### config.mk
export PLATFORM = sky130hd
export DESIGN_NAME = fir_tdm_sched
export DESIGN_NICKNAME = d
export VERILOG_FILES = /design/src/rtl/fir_tdm_pkg.sv /design/src/rtl/fir_coef_bank.sv /design/src/rtl/fir_tdm_sched.sv
export SDC_FILE = /design/constraint.sdc
export NUM_CORES = 1
export LEC_CHECK = 0
export CORE_ASPECT_RATIO = 0.7
export CORE_UTILIZATION = 40
export CTS_CLUSTER_SIZE = 10
export DETAILED_ROUTE_END_ITERATION = 8
export SYNTH_ARGS = -nofsm -noshare
export SYNTH_HDL_FRONTEND = slang
export SYNTH_SLANG_ARGS = --single-unit
### constraint.sdc
create_clock -name sys_clk -period 2.42 [get_ports sys_clk]
set_clock_uncertainty 0.05 [all_clocks]
set_input_delay 0.484 -clock sys_clk [delete_from_list [all_inputs] [get_ports sys_clk]]
set_output_delay 0.484 -clock sys_clk [all_outputs]
set_load 0.01 [all_outputs]
### src/rtl/fir_tdm_pkg.sv
// fir_tdm_pkg: shared defaults and FSM state encoding for the time-shared FIR scheduler.
// Provides parameter defaults (coefficient width, tap count, phases, multipliers,
// multiplier-to-accumulator latency) and the IDLE/RUN/DRAIN state enumeration.
package fir_tdm_pkg;
    localparam int DEF_WIDTH    = 18;
    localparam int DEF_NTAPS    = 51;
    localparam int DEF_PHASES   = 4;
    localparam int DEF_MULTS    = 13;
    localparam int DEF_PIPE_LAT = 4;

    typedef enum logic [1:0] {IDLE, RUN, DRAIN} state_t;
endpackage

### src/rtl/fir_coef_bank.sv
// fir_coef_bank: double-buffered coefficient storage with a phase-indexed output mux.
// Ports:
//   sys_clk      - clock
//   i_we         - write strobe (already qualified: in range and accepted)
//   i_addr       - coefficient index to write
//   i_data       - coefficient value
//   i_bank_sel   - active bank; writes always target the other (shadow) bank
//   i_phase      - current time-share phase
//   o_coef_bus   - slice m = active[PHASES*m + phase], or 0 past the last tap
module fir_coef_bank
    import fir_tdm_pkg::*;
#(
    parameter int WIDTH  = DEF_WIDTH,
    parameter int NTAPS  = DEF_NTAPS,
    parameter int PHASES = DEF_PHASES,
    parameter int MULTS  = DEF_MULTS
) (
    input  logic                      sys_clk,
    input  logic                      i_we,
    input  logic [5:0]                i_addr,
    input  logic [WIDTH-1:0]          i_data,
    input  logic                      i_bank_sel,
    input  logic [$clog2(PHASES)-1:0] i_phase,
    output logic [MULTS*WIDTH-1:0]    o_coef_bus
);
    localparam int AW = $clog2(NTAPS);
    localparam int PW = $clog2(PHASES);

    // Contents are deliberately not reset; firmware reloads them.
    logic [WIDTH-1:0] r_mem [2][NTAPS];

    always_ff @(posedge sys_clk) begin
        if (i_we) r_mem[~i_bank_sel][AW'(i_addr)] <= i_data;
    end

    // Taps beyond NTAPS in the last multiplier's column read as zero.
    always_comb begin
        o_coef_bus = '0;
        for (int m = 0; m < MULTS; m++)
            for (int p = 0; p < PHASES; p++)
                if (PHASES*m + p < NTAPS && i_phase == PW'(p))
                    o_coef_bus[m*WIDTH +: WIDTH] = r_mem[i_bank_sel][AW'(PHASES*m + p)];
    end
endmodule

### src/rtl/fir_tdm_sched.sv
// fir_tdm_sched: phase sequencer, strobe generator and coefficient-bank swap control
// for a time-division-multiplexed symmetric FIR.
// Ports:
//   sys_clk, reset    - clock, synchronous active-high reset
//   i_run             - level request to stream samples
//   o_sam_clk_en      - one-cycle strobe on the last phase of each sample
//   o_phase           - current time-share phase
//   o_coef_bus        - per-multiplier coefficients for the current phase
//   o_acc_clr         - accumulator load strobe, PIPE_LAT after phase 0
//   o_y_valid         - complete output sample, PIPE_LAT+PHASES after phase 0
//   i_cfg_valid/o_cfg_ready/i_cfg_addr/i_cfg_data/i_cfg_commit - coefficient writes
//   o_cfg_err         - pulse one cycle after an out-of-range write
//   o_bank_sel        - active coefficient bank
module fir_tdm_sched
    import fir_tdm_pkg::*;
#(
    parameter int WIDTH    = DEF_WIDTH,
    parameter int NTAPS    = DEF_NTAPS,
    parameter int PHASES   = DEF_PHASES,
    parameter int MULTS    = DEF_MULTS,
    parameter int PIPE_LAT = DEF_PIPE_LAT
) (
    input  logic                      sys_clk,
    input  logic                      reset,
    input  logic                      i_run,
    output logic                      o_sam_clk_en,
    output logic [$clog2(PHASES)-1:0] o_phase,
    output logic [MULTS*WIDTH-1:0]    o_coef_bus,
    output logic                      o_acc_clr,
    output logic                      o_y_valid,
    input  logic                      i_cfg_valid,
    output logic                      o_cfg_ready,
    input  logic [5:0]                i_cfg_addr,
    input  logic [WIDTH-1:0]          i_cfg_data,
    input  logic                      i_cfg_commit,
    output logic                      o_cfg_err,
    output logic                      o_bank_sel
);
    localparam int PW  = $clog2(PHASES);
    localparam int SRL = PIPE_LAT + PHASES;

    state_t          r_state, w_state_nxt;
    logic [PW-1:0]   r_phase, w_phase_nxt;
    logic            w_last, w_p0;
    logic [SRL-1:0]  r_sr;
    logic            r_swap_pend, r_bank_sel, r_cfg_err;
    logic            w_acc, w_wr, w_oob;

    always_ff @(posedge sys_clk) begin
        if (reset) begin
            r_state <= IDLE;
            r_phase <= '0;
        end else begin
            r_state <= w_state_nxt;
            r_phase <= w_phase_nxt;
        end
    end

    // RUN and DRAIN share transitions: a drop of run only ends the stream
    // once the sample in flight reaches its last phase.
    always_comb begin
        w_last       = r_phase == PW'(PHASES-1);
        w_state_nxt  = r_state;
        w_phase_nxt  = '0;
        o_sam_clk_en = 1'b0;
        w_p0         = 1'b0;
        if (r_state != IDLE) begin
            w_phase_nxt  = w_last ? '0 : r_phase + 1'b1;
            o_sam_clk_en = w_last;
            w_p0         = r_phase == '0;
            w_state_nxt  = i_run ? RUN : (w_last ? IDLE : DRAIN);
        end else if (i_run) begin
            w_state_nxt = RUN;
        end
    end

    assign o_cfg_ready = ~r_swap_pend;
    assign w_acc       = i_cfg_valid && o_cfg_ready;
    assign w_wr        = w_acc && int'(i_cfg_addr) < NTAPS;
    assign w_oob       = w_acc && int'(i_cfg_addr) >= NTAPS;

    // One shift register carries each phase-0 mark to both acc_clr and y_valid,
    // so a pulse already launched survives leaving RUN and dies only on reset.
    always_ff @(posedge sys_clk) begin
        if (reset) begin
            r_sr        <= '0;
            r_swap_pend <= 1'b0;
            r_bank_sel  <= 1'b0;
            r_cfg_err   <= 1'b0;
        end else begin
            r_sr      <= {r_sr[SRL-2:0], w_p0};
            r_cfg_err <= w_oob;
            // Swap only at a sample boundary (or immediately when idle) so one
            // sample never mixes coefficients from both banks.
            if (r_swap_pend && (r_state == IDLE || o_sam_clk_en)) begin
                r_bank_sel  <= ~r_bank_sel;
                r_swap_pend <= 1'b0;
            end else if (i_cfg_commit && o_cfg_ready) begin
                r_swap_pend <= 1'b1;
            end
        end
    end

    assign o_phase    = r_phase;
    assign o_acc_clr  = r_sr[PIPE_LAT-1];
    assign o_y_valid  = r_sr[SRL-1];
    assign o_cfg_err  = r_cfg_err;
    assign o_bank_sel = r_bank_sel;

    fir_coef_bank #(
        .WIDTH  (WIDTH),
        .NTAPS  (NTAPS),
        .PHASES (PHASES),
        .MULTS  (MULTS)
    ) u_bank (
        .sys_clk    (sys_clk),
        .i_we       (w_wr),
        .i_addr     (i_cfg_addr),
        .i_data     (i_cfg_data),
        .i_bank_sel (r_bank_sel),
        .i_phase    (r_phase),
        .o_coef_bus (o_coef_bus)
    );
endmodule

# == Word-level counts from Yosys, hierarchy flattened ==
# Memory sizes are Yosys's and may differ from the RTL's. A register that Yosys moved wholly into a read port is not among the register bits.
# Cells that the tools add are included.
# op_classes
magnitude_cmp,4
add_sub_neg,1
muxes,47
n_bitwise,4
n_reduce_logical,14
eq_ne,3
# op_table
cell,n
918-bit two-way mux,1
18-bit two-way mux,37
18-bit demux with 6-bit select,1
2-bit two-way mux,4
"7-bit greater-or-equal comparator, second input constant",1
"7-bit by 1-bit less-than comparator with 1-bit output, second input constant",1
6-bit inverter with 7-bit output,1
"6-bit greater-or-equal comparator, second input constant",1
1-bit logical AND,6
"6-bit less-than comparator, second input constant",1
"2-bit equality test, second input constant",2
2-bit zero test,2
1-bit two-way mux,4
2-bit nonzero test,2
2-bit OR reduction,2
1-bit inverter,3
3-bit OR reduction,1
"2-bit by 1-bit adder with 2-bit output, second input constant",1
"2-bit by 1-bit equality test with 1-bit output, second input constant",1
1-bit logical OR,1
# totals
out_inout_bits,242
memories,1
regBits,15
inputBits,29
ram_bits,1836
# memory_table
memory,depth,word_bits,rd,rd_clocked_by_memory_dff,wr,line,rtl
u_bank.r_mem,2,918,1,1,1,fir_coef_bank.sv:30,logic [WIDTH-1:0] r_mem [2][NTAPS];

# == Depth between registers and ports, before layout ==
# Gate-level depths: netlist of run 1.
# depth
word_depth,6
depth_mapped,9

# == Modules after synthesis ==
# A second synthesis of run 1 with hierarchy kept.
# hier_totals
cells_unflattened,2033
hier_area_um2,44848.0
# modules_own_cells
module,area_each_um2,cells_per_inst,seq_area_each_um2,n_inst
fir_coef_bank,44317.5,1986,34593.2,1
fir_tdm_sched,530.5,47,300.3,1

# == Worst setup path before layout of run 1 ==
# Ideal clock, no wire load.
# synth_path
path_kind,reg2out
from,register r_phase[1] (netlist: o_phase[1])
to,output port o_coef_bus[0]
slack_ns,0.152
arrival_time_ns,1.734
n_path_buf,4
required_ns,1.886
stages_incl_launch_ff,10
path_cell_list,dfxtp_1 inv_1 ha_1 buf_4 nor2b_2 buf_4 buf_6 buf_2 a221oi_2 a221oi_2
# synth_via
elab_chain_cells,5
# synth_rtl
item,line,rtl
"start, declared",fir_tdm_sched.sv:43,"logic [PW-1:0] r_phase, w_phase_nxt;"
"start signal, assigned",fir_tdm_sched.sv:55,r_phase <= w_phase_nxt;
2-bit zero test,fir_coef_bank.sv:41,if (PHASES*m + p < NTAPS && i_phase == PW'(p))
18-bit two-way mux (3 in series),fir_coef_bank.sv:41,
18-bit two-way mux (*),fir_coef_bank.sv:41,
"end, declared",fir_tdm_sched.sv:28,"output logic [MULTS*WIDTH-1:0] o_coef_bus,"
# Mark *: on every way between the ends. The rest lies on a longest branch, timed or not.

==> results of run 1 <==
==> kinds of logic (layout without fill, tap and decap cells) <==
logic type	Yosys count	count (layout)	share of synthesized area
flip-flops	1168	1168	0.729
AND/OR/NAND/NOR	111	112	0.0105
AO/OA/AOI/OAI	293	293	0.0889
other	1	93	0.0000783
adder cells (fa/ha/maj)	4	4	0.00104
multiplexers	577	577	0.134
buffers and inverters	239	835	0.0363
==> cell usage after synthesis (33+ instances only) <==
cell type	count
nor2_1	69
edfxtp_1	1152
buf_2	48
clkbuf_1	33
mux2_4	80
mux2_2	144
buf_4	113
a221oi_2	272
mux2i_1	289
mux2_1	64
buf_6	33
==> registers in the layout (all words and copies together) (netlist names), named ones only <==
name          count
u_bank.r_mem   1152
o_cfg_err         1
r_state           2
o_bank_sel        1
r_sr              8
r_swap_pend       1
o_phase           2
==> cell type report <==
cell class                 instances  area [sq um]  share of cell area
inverter                           3          16.3            0.000258
antenna                            3          7.51            0.000119
clock buffer                     155          3520              0.0559
clock inverter                    13           155             0.00246
multi-input combinational       1076         14000               0.223
timing repair buffer             664          8390               0.133
sequential                      1168         34900               0.555
tap                             1551          1940              0.0308
==> metrics by stage <==
stage          hold slack (ns)  setup WS [ns]  power (mW)  utilization
4_1_cts                 0.0749         -0.983        45.2        0.519
3_3_place_gp             0.369         -0.591        26.6        0.460
5_1_grt                  0.100         -0.911        46.5        0.534
2_1_floorplan            0.364          0.152        24.8            -
6_report                 0.119         -0.816        45.2        0.534
3_5_place_dp             0.374         -0.556        26.7        0.460
==> report_power, final <==
| group | internal [mW] | switching (mW) |
|---|---|---|
| sequential | 22.3 | 0.0255 |
| combinational | 2.51 | 2.63 |
| clock | 10.3 | 7.52 |
==> layer usage <==
layer,track usage,up-vias,part of all wire
met5,0,-,0.000055
met4,0.0565,2,0.018
met3,0.0316,154,0.056
met2,0.334,786,0.49
met1,0.281,13300,0.44
li1,-,11000,-
==> repair_timing <==
action | 4_1_cts | 5_1_grt
pin swaps | 69 | 114
cloned | 34 | 18
buffers inserted | 97 | 82
endpoints found under the setup margin | 148 | 145
resized for setup | 853 | 312
hold buffers | 0 | 0
==> worst max-delay path: cells and delay by family (launching register included) <==
family / cells / cell delay, ns
compound gates: 2 / 0.35
buf+inv: 6 / 0.83
flops: 1 / 0.47
mux: 1 / 0.31
==> worst min-delay path by stage <==
stage / slack (ns) / cells after the start / start / end
2_1_floorplan: 0.36 / 1 / r_sr[0]$_SDFF_PP0_ / r_sr[1]$_SDFF_PP0_
3_3_place_gp: 0.37 / 1 / r_sr[4]$_SDFF_PP0_ / r_sr[5]$_SDFF_PP0_
3_5_place_dp: 0.37 / 1 / r_sr[4]$_SDFF_PP0_ / r_sr[5]$_SDFF_PP0_
4_1_cts: 0.07 / 1 / i_cfg_data[13] / u_bank.r_mem[1][625]$_DFFE_PP_
5_1_grt: 0.10 / 1 / i_cfg_data[13] / u_bank.r_mem[1][625]$_DFFE_PP_
6_report: 0.12 / 1 / i_cfg_data[13] / u_bank.r_mem[1][625]$_DFFE_PP_
==> results.json, run 1 <==
{
  "drv_slew": 0,
  "drt_iter0_drc": 2154,
  "ir_drop_uv": 679,
  "drc": 0,
  "layout-drive-gt1-share": 0.449,
  "max_stage_delay_ns": 0.47,
  "worst_pin_slew_ns": 0.751,
  "avgSynthCellArea_sq_um": 20.0,
  "layout_commonest_cell": "edfxtp_1",
  "cts-root-buf": "clkbuf_16",
  "cellPowerDensity_mw_per_mm2": 718,
  "synth_seq_cells": 1168,
  "async_flop_share": 0,
  "fmax_ghz": 0.309,
  "fillers": 8957,
  "cts_buffers": 135,
  "crit_type": "reg -> out",
  "dieHeight_microns": 292,
  "relSlewSlack": 0.499,
  "leakagePower_nw": 21.1,
  "gp_congestion": 0.759,
  "yosysTopAreaCell": "edfxtp_1",
  "finalSetupViolations": 145,
  "nets": 3081,
  "antenna_found_initial": 9,
  "place_area_sq_mm": 0.0543,
  "rr_startpoint": "o_phase[0]$_SDFF_PP0_",
  "dp.cells": 4284,
  "yosys_warnings": 0,
  "crit_chain": "buf_12 -> buf_12 -> buf_8 -> buf_16 -> buf_6 -> mux2_4 -> a221oi_4 -> a221oi_2 -> buf_2",
  "num_rows": 105,
  "grt_remaining_overflow": 0,
  "synth_top_area_share": 0.722,
  "violations": "setup timing",
  "setup_tns_ns": -104.34,
  "ys_seq_area_frac": 0.729,
  "grt_max_degree": 65,
  "hpwl_microns": 71100,
  "grt_pass1_vias": 25800,
  "post_layout_nonfiller_instances": 4633,
  "reg2reg_setup_slack_ns": 0.47,
  "grt_pass1_wl_microns": 179000,
  "wl_microns": 128000,
  "startpoint_type": "flop",
  "grt_use_total": 0.204,
  "initial_utilization": 0.406,
  "synth_area_sq_mm": 0.0479,
  "core_area_sq_mm": 0.118,
  "htreeDepth": 4,
  "end_kind": "output port",
  "antenna_left": 0,
  "hold_violations": 0,
  "syn_inst": 2393,
  "worst_ep_required_time_ns": 1.89,
  "die-width_microns": 416,
  "final_cell_area_sq_mm": 0.0630,
  "clkLatencyLatePin_ns": 0.74,
  "wire_per_inst_microns": 27.6,
  "min_period_ns": 3.24,
  "setup_ws_ns": -0.816,
  "cp_slowest_cell": "dfxtp_4",
  "synth-edff-count": 1152,
  "dr_total_vias": 25200,
  "critPathArrivalTime_ns": 2.70,
  "die_area_sq_mm": 0.121,
  "drtPass1Iterations": 7,
  "area_growth_pct": 31.5,
  "crit_fanout": 8,
  "crit_end": "o_coef_bus[37]",
  "ioPinCount": 271,
  "synth_area_leaders": "edfxtp_1 (72%), a221oi_2 (8.5%), mux2i_1 (6.0%), mux2_2 (3.4%), mux2_4 (2.5%)",
  "final_cell_mix": "edfxtp_1 (1152), mux2i_1 (284), mux2_4 (169)",
  "status": "complete, but fails checks",
  "numClockSinks": 1168,
  "reg2reg_to": "o_bank_sel$_SDFFE_PP0P_",
  "path_clk_slew_ns": 0.05,
  "port_buffers": 180,
  "clock_path_buffers": 3,
  "drv_cap": 0,
  "post-route-period-util": 1.34,
  "reg2reg_depth": 9,
  "tritoncts": "done",
  "crit_top_cell": "buf_12",
  "synth_cell_types": 35,
  "synth_flop_cell": "edfxtp_1",
  "viasPerCell": 5.45,
  "rsz0062_at_grt": "yes",
  "hold_class": "in -> reg"
}
(Power assumes the default switching activity.)
==> inputs of run 2 (changes only) <==
DONT_BUFFER_PORTS = 1   (was default)
==> run 2 against run 1 <==
Net effect: the run still ends with setup timing left; worst hold slack got worse by 0.061 ns; clock power is essentially flat; routed wire length decreased by 2.9%; first-iteration DRC count shrank 4.3%; via count decreased by 3.9%; non-clock buffer count is 198 lower; critical path type unchanged; sequential power barely moved; combinational power fell by 6.4%; power fell by 0.11%.
==> results.json, run 2 (synthesis gave the netlist of run 1 again) <==
{
  "clkLatencyLatePin_ns": 0.75,
  "setup_tns_ns": -102.30,
  "die-width_microns": 416,
  "end_kind": "output port",
  "htreeDepth": 4,
  "worst_ep_required_time_ns": 1.89,
  "crit_end": "o_coef_bus[15]",
  "antenna_left": 0,
  "antenna_found_initial": 1,
  "grt_use_total": 0.199,
  "highest_layer": "met4",
  "gp_congestion": 0.751,
  "cts_buffers": 137,
  "grt_max_degree": 65,
  "core_area_sq_mm": 0.118,
  "violations": "setup timing",
  "drtPass1Iterations": 5,
  "ioPinCount": 271,
  "setup_ws_ns": -0.798,
  "status": "complete, but fails checks",
  "met3WireLength_microns": 5620,
  "hold_class": "in -> reg",
  "rr_startpoint": "o_bank_sel$_SDFFE_PP0P_",
  "cellPowerDensity_mw_per_mm2": 743,
  "initial_utilization": 0.406,
  "wl_met1_microns": 55500,
  "cts-root-buf": "clkbuf_16",
  "numClockSinks": 1168,
  "min_period_ns": 3.22,
  "num_rows": 105,
  "hpwl_microns": 67000,
  "die_area_sq_mm": 0.121,
  "clock_path_buffers": 3,
  "reg2reg_to": "u_bank.r_mem[0][394]$_DFFE_PP_",
  "reg2reg_setup_slack_ns": 0.39,
  "crit_start": "o_phase[0]$_SDFF_PP0_",
  "wire_per_inst_microns": 27.9,
  "crit_fanout": 8,
  "tritoncts": "done",
  "post_layout_nonfiller_instances": 4438,
  "holdCritStartpoint": "i_cfg_data[17]",
  "relSlewSlack": 0.425,
  "grt_pass1_vias": 24800,
  "port_buffers": 0,
  "drv_slew": 0,
  "critPathArrivalTime_ns": 2.68,
  "path_clk_slew_ns": 0.06,
  "nets": 2884,
  "layout-drive-gt1-share": 0.406,
  "drt_iter0_drc": 2061,
  "ir_drop_uv": 681,
  "dp.cells": 4143,
  "hold_violations": 0,
  "route.met2.wl_microns": 60200,
  "largest-register": "u_bank.r_mem",
  "dr_total_vias": 24200,
  "finalSetupViolations": 144,
  "worst_pin_slew_ns": 0.862,
  "layout_commonest_cell": "edfxtp_1",
  "crit_type": "reg -> out",
  "grt_remaining_overflow": 0,
  "reg2reg_depth": 3,
  "post-route-period-util": 1.33,
  "largest_reg_flops": 1152,
  "fillers": 9087,
  "rsz0062_at_grt": "yes",
  "dieHeight_microns": 292,
  "fin_util": 0.516,
  "drv_cap": 0,
  "leakagePower_nw": 19.9,
  "final_cell_mix": "edfxtp_1 (1152), mux2i_1 (288), buf_4 (220)",
  "top_regs": "u_bank.r_mem (1152), r_sr (8)",
  "fmax_ghz": 0.311,
  "viasPerCell": 5.46,
  "drc": 0,
  "startpoint_type": "flop",
  "area_growth_pct": 27.0,
  "grt_pass1_wl_microns": 174000,
  "wl_microns": 124000
}
## run 2: how the worst min path moves through the flow
stage / endpoint / slack (ns) / depth (start not counted)
after global routing: u_bank.r_mem[0][791]$_DFFE_PP_ / 0.05 / 1
after floorplan: r_sr[1]$_SDFF_PP0_ / 0.36 / 1
after detailed placement: r_sr[5]$_SDFF_PP0_ / 0.38 / 1
final: u_bank.r_mem[0][791]$_DFFE_PP_ / 0.06 / 1
after global placement: r_sr[6]$_SDFF_PP0_ / 0.37 / 1
after CTS: u_bank.r_mem[1][783]$_DFFE_PP_ / 0.03 / 1
## run 2: final cells by class
cell class              instances  area [sq um]  share of cell area
well taps                    1551          1940              0.0319
clock buffers                 156          3580              0.0589
multi-input cells            1075         13700               0.225
diodes                          3          7.51            0.000123
flip-flops and latches       1168         34900               0.574
clock inverters                16           184             0.00302
repair buffers                466          6530               0.107
inverters                       3          13.8            0.000226
## run 2: power by group
group	total [mW]	internal [mW]	switching (mW)	leakage, nW
sequential	22.3	22.3	0.0221	10.5
clock	18.1	10.6	7.51	1.84
combinational	4.81	2.31	2.50	7.57
total	45.2	35.2	10.0	19.9
## run 2: critical path: stages (launching register included)
cell and delay [ns]:
dfxtp_4 0.36, buf_6 0.12, ha_4 0.18, nor2b_4 0.16, buf_6 0.13, buf_16 0.17
buf_16 0.17, a221oi_4 0.07, a221oi_4 0.36, buf_4 0.20
## run 2: layer usage
metal / global-route usage / vias up
li1: - / 10600
met1: 0.277 / 12800
met2: 0.320 / 669
met3: 0.0344 / 154
met4: 0.0588 / 0
met5: 0 / -
## run 2: metrics by stage
step                cell area [sq um]  hold WS, ns  setup slack [ns]  power (mW)
floorplan                       48200        0.364             0.152        24.8
global placement                52300        0.374            -0.115        25.8
CTS                             59100       0.0332            -0.820        45.2
global route                    60800       0.0519            -0.877        46.5
finish                          60800       0.0581            -0.798        45.2
detailed placement              52300        0.379            -0.105        25.9
## run 2: repair_timing
| item | 4_1_cts | 5_1_grt |
|---|---|---|
| resized for setup | 200 | 191 |
| setup buffers | 29 | 39 |
| pin swaps | 26 | 94 |
| endpoints found under the hold margin | 1168 | 0 |
| hold buffers | 25 | 0 |
| setup endpoints to repair | 145 | 145 |
| gates cloned | 26 | 16 |
==> inputs of run 3 (changes only) <==
CAP_MARGIN = 15   (was default)
PLACE_DENSITY = 0.51   (was default)
==> run 3 against run 2 <==
Net effect: the flow still finishes with violations (setup timing); combinational power barely moved; sequential share of layout area is 0.079 points lower; cell count increased by 0.92%.
==> results.json, run 3 (synthesis gave the netlist of run 1 again) <==
{
  "clock_path_buffers": 3,
  "dr_total_vias": 24400,
  "antenna_found_initial": 5,
  "cp.buffers_inverters": 4,
  "fin_util": 0.516,
  "fmax_ghz": 0.311,
  "hold_slack_ns": 0.0768,
  "crit_type": "reg -> out",
  "leakagePower_nw": 20.0,
  "layout_commonest_cell": "edfxtp_1",
  "status": "complete, but fails checks",
  "crit_chain": "buf_4 -> buf_16 -> buf_16 -> mux2_2 -> a221oi_2 -> a221oi_2 -> buf_4",
  "post-route-period-util": 1.33,
  "cp_slowest_cell": "dfxtp_4",
  "critPathArrivalTime_ns": 2.68,
  "drt_iter0_drc": 1948,
  "viasPerCell": 5.46,
  "reg2reg_setup_slack_ns": 0.34,
  "gp_congestion": 0.789,
  "tritoncts": "done",
  "pwr-share-comb": 0.106,
  "post_layout_nonfiller_instances": 4479,
  "min_period_ns": 3.21,
  "rsz0062_at_grt": "yes",
  "numClockSinks": 1168,
  "drv_slew": 0,
  "hold_violations": 0,
  "max_stage_delay_ns": 0.44,
  "final_cell_mix": "edfxtp_1 (1152), mux2i_1 (281), buf_4 (250)",
  "antenna_left": 0,
  "switchingPower_mw": 10.3,
  "htreeDepth": 4,
  "die-width_microns": 416,
  "reg2reg_depth": 4,
  "cts-root-buf": "clkbuf_16",
  "path_clk_slew_ns": 0.06,
  "p_seq_frac": 0.495,
  "rr_startpoint": "r_swap_pend$_SDFFE_PP0P_",
  "fillers": 9301,
  "setup_ws_ns": -0.792,
  "worst_pin_slew_ns": 0.651,
  "layout-drive-gt1-share": 0.421,
  "end_kind": "output port",
  "worst_ep_required_time_ns": 1.89,
  "dieHeight_microns": 292,
  "wire_per_inst_microns": 29.2,
  "port_buffers": 0,
  "p_int_mw": 34.8,
  "grt_max_degree": 76,
  "largest_reg_flops": 1152,
  "hold_end": "u_bank.r_mem[1][376]$_DFFE_PP_",
  "top_regs": "u_bank.r_mem (1152), r_sr (8)",
  "dp.cells": 4136,
  "holdPathStages": 1,
  "largest-register": "u_bank.r_mem",
  "die_area_sq_mm": 0.121,
  "hold_class": "in -> reg",
  "wl_microns": 131000,
  "drtPass1Iterations": 5,
  "clkPwrFrac": 0.399,
  "clkLatencyLatePin_ns": 0.74,
  "cellPowerDensity_mw_per_mm2": 739,
  "holdCritStartpoint": "i_cfg_data[16]",
  "ir_drop_uv": 646,
  "grt_use_total": 0.205,
  "crit_family": "buffers and inverters",
  "swShare": 0.228,
  "reg2reg_to": "u_bank.r_mem[1][729]$_DFFE_PP_",
  "grt_pass1_wl_microns": 179000,
  "finalPower_mw": 45.0,
  "drc": 0,
  "startpoint_type": "flop",
  "core_area_sq_mm": 0.118,
  "num_rows": 105,
  "crit_fanout": 15,
  "ioPinCount": 271,
  "initial_utilization": 0.406,
  "drv_cap": 0,
  "cts_buffers": 136,
  "grt_remaining_overflow": 0,
  "nets": 2922,
  "violations": "setup timing",
  "grt_pass1_vias": 24600,
  "finalSetupViolations": 145,
  "relSlewSlack": 0.565,
  "area_growth_pct": 27.2,
  "hpwl_microns": 69600
}
-- run 3: changes by cell type in the layout (fill, tap and decap cells not counted), sizes merged --
cell	delta
clkinvlp	-1
dlygate4sd3	-1
inv	+3
clkbuf	+3
buf	+39
bufbuf	-3
clkinv	+3
bufinv	-2
-- run 3: per-stage QoR --
step           area, sq um  setup TNS, ns  setup WS [ns]
2_1_floorplan        48200              0          0.152
3_3_place_gp         52300          -2.41         -0.196
3_5_place_dp         52300          -5.22         -0.242
4_1_cts              58800        -105.47         -0.818
5_1_grt              60900        -111.46         -0.857
6_report             60900         -97.10         -0.792
-- run 3: repair_timing --
item,CTS,global route
setup buffers,56,53
gates cloned,20,23
endpoints found under the hold margin,1168,0
gates resized for setup,170,180
hold buffers,24,0
pin swaps,35,82
endpoints found under the setup margin,145,145
-- run 3: final cells by class --
type,instances,area [sq um],area share
diodes,3,7.51,0.000123
clock buffers,155,3500,0.0574
clock inverters,19,225,0.00370
inverters,3,13.8,0.000226
multi-input cells,1075,13300,0.218
flip-flops and latches,1168,34900,0.573
well taps,1551,1940,0.0318
repair buffers,505,7040,0.115
-- run 3: worst register-to-register path, cell delays in order (launching register included) --
cell and delay [ns]:
dfxtp_1 0.38, nor2b_1 0.26, nand2_1 0.45, nor2_1 0.23, buf_4 0.35
-- run 3: power by group through the flow --
stage	clock network (mW)	logic, mW	registers (mW)
6_report	18.0	4.79	22.3
3_5_place_dp	0	3.17	22.7
5_1_grt	19.1	5.03	22.3
4_1_cts	18.3	4.29	22.3
3_3_place_gp	0	3.16	22.7
2_1_floorplan	0	2.12	22.7
-- run 3: worst max path at each step --
stage	from	endpoint	slack, ns	cells after the start
6_report	flop	o_coef_bus[105]	-0.79	7
5_1_grt	flop	o_coef_bus[95]	-0.86	7
4_1_cts	flop	o_coef_bus[105]	-0.82	6
3_5_place_dp	o_phase[1]$_SDFF_PP0_	o_coef_bus[125]	-0.24	8
3_3_place_gp	o_phase[1]$_SDFF_PP0_	o_coef_bus[125]	-0.20	8
2_1_floorplan	o_phase[1]$_SDFF_PP0_	o_coef_bus[0]	0.15	9
-- run 3: layer usage --
metal | global-route usage | wire length (microns)
met5 | 0 | 0
met4 | 0.0600 | 2650
met3 | 0.0435 | 7600
met2 | 0.316 | 60500
met1 | 0.293 | 59900
